===== config.mk =====
export PLATFORM = sky130hd
export DESIGN_NAME = fetch_decode_queue
export DESIGN_NICKNAME = d
export VERILOG_FILES = /design/src/rtl/fetch_decode_queue.sv
export SDC_FILE = /design/constraint.sdc
export NUM_CORES = 1
export LEC_CHECK = 0
export CAP_MARGIN = 10
export CORE_ASPECT_RATIO = 1.75
export CORE_MARGIN = 2
export CORE_UTILIZATION = 50
export DETAILED_ROUTE_END_ITERATION = 10
export PLACE_DENSITY = 0.8
export RECOVER_POWER = 25
export SYNTH_ARGS = -nofsm -noshare
export SYNTH_HDL_FRONTEND = slang
export SYNTH_SLANG_ARGS = --single-unit

===== constraint.sdc =====
create_clock -name i_clk -period 2.5 [get_ports i_clk]
set_clock_uncertainty 0.2 [all_clocks]
set_input_delay 0.75 -clock i_clk [delete_from_list [all_inputs] [get_ports i_clk]]
set_output_delay 0.75 -clock i_clk [all_outputs]
set_load 0.01 [all_outputs]

===== src/rtl/fetch_decode_queue.sv =====
`default_nettype none
// ============================================================================
// Module      : fetch_decode_queue
// Description : Elastic IF/ID instruction buffer. A small circular queue of
//               {pc, instr} entries decouples fetch from decode with a
//               valid/ready handshake. It supports a single-cycle flush for
//               branch/jump redirects. The head is registered, so there is
//               no fall-through.
// Revision    : 1.0 - initial release
// ============================================================================
module fetch_decode_queue #(
    parameter int          DEPTH     = 2,
    parameter logic [31:0] NOP_INSTR = 32'h0000_0013
) (
    input  logic                       i_clk,
    input  logic                       i_rst_n,
    input  logic                       i_flush,
    input  logic                       i_valid,
    output logic                       o_ready,
    input  logic [31:0]                i_pc,
    input  logic [31:0]                i_instr,
    output logic                       o_valid,
    input  logic                       i_ready,
    output logic [31:0]                o_pc,
    output logic [31:0]                o_instr,
    output logic [$clog2(DEPTH):0]     o_count
);

    localparam int AW = $clog2(DEPTH);
    localparam int CW = AW + 1;
    localparam logic [CW-1:0] DEPTH_C = CW'(DEPTH);
    localparam logic [AW-1:0] PTR_ONE = AW'(1);
    localparam logic [CW-1:0] CNT_ONE = CW'(1);

    // Storage and queue state
    logic [31:0]   pc_mem    [DEPTH];
    logic [31:0]   instr_mem [DEPTH];
    logic [AW-1:0] wr_ptr;
    logic [AW-1:0] rd_ptr;
    logic [CW-1:0] count;

    logic not_full;
    logic not_empty;
    logic push;
    logic pop;

    // Handshake qualifiers. Readiness depends only on the stored count, so
    // decode's i_ready never reaches back into fetch combinationally.
    always_comb begin
        not_full  = (count < DEPTH_C);
        not_empty = (count != '0);
        push      = i_valid && not_full && !i_flush;
        pop       = not_empty && i_ready && !i_flush;
    end

    // Entry storage. Reset clears contents. Flush leaves the contents as
    // they are, because the cleared pointers make them unreachable anyway.
    always_ff @(posedge i_clk) begin
        if (!i_rst_n) begin
            for (int i = 0; i < DEPTH; i++) begin
                pc_mem[i]    <= '0;
                instr_mem[i] <= '0;
            end
        end else if (push) begin
            pc_mem[wr_ptr]    <= i_pc;
            instr_mem[wr_ptr] <= i_instr;
        end
    end

    // Pointers and occupancy. Reset and flush both return to empty. The
    // pointers wrap naturally because DEPTH is a power of two.
    always_ff @(posedge i_clk) begin
        if (!i_rst_n || i_flush) begin
            wr_ptr <= '0;
            rd_ptr <= '0;
            count  <= '0;
        end else begin
            if (push) begin
                wr_ptr <= wr_ptr + PTR_ONE;
            end
            if (pop) begin
                rd_ptr <= rd_ptr + PTR_ONE;
            end
            case ({push, pop})
                2'b10:   count <= count + CNT_ONE;
                2'b01:   count <= count - CNT_ONE;
                default: count <= count;
            endcase
        end
    end

    // Head presentation. An empty queue shows a NOP at pc 0 so that the
    // immediate generator sees a harmless zero I-immediate.
    always_comb begin
        o_ready = not_full;
        o_valid = not_empty;
        o_count = count;
        if (not_empty) begin
            o_pc    = pc_mem[rd_ptr];
            o_instr = instr_mem[rd_ptr];
        end else begin
            o_pc    = 32'h0;
            o_instr = NOP_INSTR;
        end
    end

endmodule
`default_nettype wire


==> results.txt <==
outcome -> finished with violations
violations in the final reports -> setup timing
number of rows in the core area -> 53
Remaining DRCs -> 0
Clock Root Buffer -> sky130_fd_sc_hd__clkbuf_16
switch share -> 21.1%
maximum number of pins on one net before global-route repair -> 77
cts bufs inserted -> 17
antenna violations before repair -> 0
number of vias after detailed routing -> 4281
final critical delay including setup and external delays -> 2.61 ns
Nets -> 694
Clock Tree Buf Depth -> 2
element type at the critical path start -> register
number of buffer cells added on primary ports -> 136
top library cells by usage in the layout, fill and taps aside -> 128 x sky130_fd_sc_hd__and3_1, 128 x sky130_fd_sc_hd__edfxtp_1, 69 x sky130_fd_sc_hd__clkdlybuf4s50_1
sequential share of power -> 47.0%
final core utilization -> 71.5%
data required time of the worst path -> 1.55 ns
register clock-pin slew on the reported worst setup and hold paths -> 0.06 ns
Floorplan Core Area -> 11900 um^2
Max Clock Freq -> 384 MHz
Cells after Synth -> 457
RePlAce Congestion -> 0.849
worst slack after detailed placement -> 0.0154 ns
fillcell total -> 785
highest ir drop seen on vdd -> 0.479 mV
aggregate global routing overflow -> 0
I/O pin cnt -> 137
Finished Cell Area -> 8490 um^2
internal power contribution -> 4.37 mW
total power after layout -> 5.54 mW
Vias per Instance -> 5.53
average footprint of a synthesized cell -> 13.1 um^2
post-route clock period utilization -> 104%
data arrival time at the worst-slack endpoint -> 1.66 ns
Synth cell types -> 21
RSZ-0062 raised after global routing -> true
half-perimeter wire length after placement -> 8850 um
number of global-route vias before repair -> 4432
routed wire length per instance -> 19.2 um
final setup violation count -> 30
Multi-input gate area -> 1930 um^2
GR Util All Layers -> 23.4%
starting density of the core -> 50.6%
Net Count, Synth -> 527
top fanout value on the critical path -> 8
area of placed instances -> 7630 um^2
leakage power of the design -> 3.70 nW
slew of the pin with the lowest slew margin -> 0.498 ns
Placed Cells -> 709
worst setup path category -> reg2out
worst-case hold slack -> 0.330 ns
total power per unit cell area -> 652 nW/um^2
hold_buf cts -> 0
count of antenna diodes in the layout -> 0
total die area -> 12900 um^2
total length of routed wires -> 14900 um
non-filler cells, final -> 774
worst min path class -> reg2reg
CTS H-tree depth -> 4
proportion of power drawn by the clock network -> 44.3%
Worst-Skew Late Latency -> 0.41 ns
sequential fraction of the synthesis area -> 65.7%
FF+latch area -> 3950 um^2
TritonCTS clock tree -> built
switching pwr -> 1.17 mW
maximum capacitance violations -> 0
final worst slack -> -0.106 ns
type of destination of the critical path -> output pin
Die Span X -> 86.8 um
height of the die -> 149 um
# clock sinks -> 133
worst slew margin relative to its limit -> 66.8%
remaining antenna violation count after routing -> 0
count of final hold-check violations -> 0
Logic pwr share -> 8.7%
Max Transition Viols Final -> 0
number of optimization iterations in the first detailed-route pass -> 5
global-route wire length before repair -> 22400 um
setup slack, reg-to-reg -> 0.56 ns
yosys synthesis warning count -> 0
summed instance area of the synthesized netlist -> 6000 um^2
share of final-layout standard cells stronger than drive strength 1 -> 25.7%
final total negative setup slack -> -1.31 ns
flops & latches, synth -> 133
number of DRC violations after detailed-routing iteration 0 -> 228
Synth-to-Final Area Change -> 41.4%
[area by class of cell]
class | instances | area share (%)
sequential | 133 | 46.5
inverter | 4 | 0.177
timing repair buffer | 189 | 21.6
tap | 137 | 2.02
clock inverter | 13 | 1.87
clock buffer | 19 | 5.10
multi-input combinational | 279 | 22.7
[Yosys cell counts]
| library cell | n | area, um^2 |
|---|---|---|
| sky130_fd_sc_hd__clkbuf_2 | 22 | 110 |
| sky130_fd_sc_hd__nand2_1 | 4 | 15.0 |
| sky130_fd_sc_hd__dfxtp_1 | 5 | 100 |
| sky130_fd_sc_hd__nor2_1 | 68 | 255 |
| sky130_fd_sc_hd__buf_2 | 9 | 45.0 |
| sky130_fd_sc_hd__inv_2 | 1 | 3.75 |
| sky130_fd_sc_hd__inv_1 | 3 | 11.3 |
| sky130_fd_sc_hd__or3_1 | 1 | 6.26 |
| sky130_fd_sc_hd__xor2_1 | 2 | 17.5 |
| sky130_fd_sc_hd__mux2i_1 | 64 | 641 |
| sky130_fd_sc_hd__and3_1 | 129 | 807 |
| sky130_fd_sc_hd__nand3_1 | 1 | 5.00 |
| sky130_fd_sc_hd__o21ai_0 | 2 | 10.0 |
| sky130_fd_sc_hd__xnor2_1 | 2 | 17.5 |
| sky130_fd_sc_hd__a21oi_1 | 1 | 5.00 |
| sky130_fd_sc_hd__a31o_2 | 2 | 17.5 |
| sky130_fd_sc_hd__clkbuf_1 | 2 | 7.51 |
| sky130_fd_sc_hd__edfxtp_1 | 128 | 3840 |
| sky130_fd_sc_hd__nor2b_1 | 2 | 12.5 |
| sky130_fd_sc_hd__ha_1 | 1 | 12.5 |
| sky130_fd_sc_hd__buf_4 | 8 | 60.1 |
[metal layers]
metal  share of wire, %  global-route usage (%)  vias up
li1                   -                       -     2022
met1                 34                    24.3     2090
met2                 60                    44.3      151
met3                4.1                    4.26       18
met4                2.1                    9.92        0
met5                  0                       0        -
[power groups by stage]
| stage | Clock, mW | Combinational, mW | Sequential (mW) |
|---|---|---|---|
| 4_1_cts | 2.48 | 0.480 | 2.60 |
| 3_5_place_dp | 0 | 0.460 | 2.64 |
| 3_3_place_gp | 0 | 0.446 | 2.63 |
| 5_1_grt | 2.59 | 0.517 | 2.61 |
| 6_report | 2.46 | 0.482 | 2.60 |
| 2_1_floorplan | 0 | 0.201 | 2.63 |
[registers in the layout, summed over array words and instances, names as in the netlist, named ones only]
register and cells:
instr_mem 64, pc_mem 64, o_count 2, rd_ptr 1, wr_ptr 1
[worst paths after layout]
check / startpoint / end / cells after the start
setup reg to reg: o_count[1] / o_count[1] / 7
setup / recovery: register / o_instr[17] / 7
hold / removal: rd_ptr / register / 2
hold reg to reg: rd_ptr / register / 2
[cell families after synthesis]
family / share of synthesized area, %
AND/OR/NAND/NOR: 18.3
AO/OA/AOI/OAI: 0.542
buffers and inverters: 3.96
adder cells (fa/ha/maj): 0.208
XOR/XNOR: 0.584
multiplexers: 10.7
flip-flops: 65.7
[what timing repair did]
item / CTS / global route
resized for setup: 257 / 33
gates cloned: 6 / 1
setup buffers: 25 / 5
endpoints found under the hold margin: 0 / 0
pin swaps: 10 / 12
setup endpoints to repair: 67 / 61
[critical path, cell delays in order (launching register included)]
cell and delay, ns:
sky130_fd_sc_hd__dfxtp_4 0.40, sky130_fd_sc_hd__buf_12 0.12, sky130_fd_sc_hd__buf_8 0.11, sky130_fd_sc_hd__buf_16 0.12, sky130_fd_sc_hd__buf_4 0.12, sky130_fd_sc_hd__mux2i_1 0.18
sky130_fd_sc_hd__nor2_1 0.06, sky130_fd_sc_hd__buf_2 0.13
Note: power is estimated with default switching activity, not from simulation.
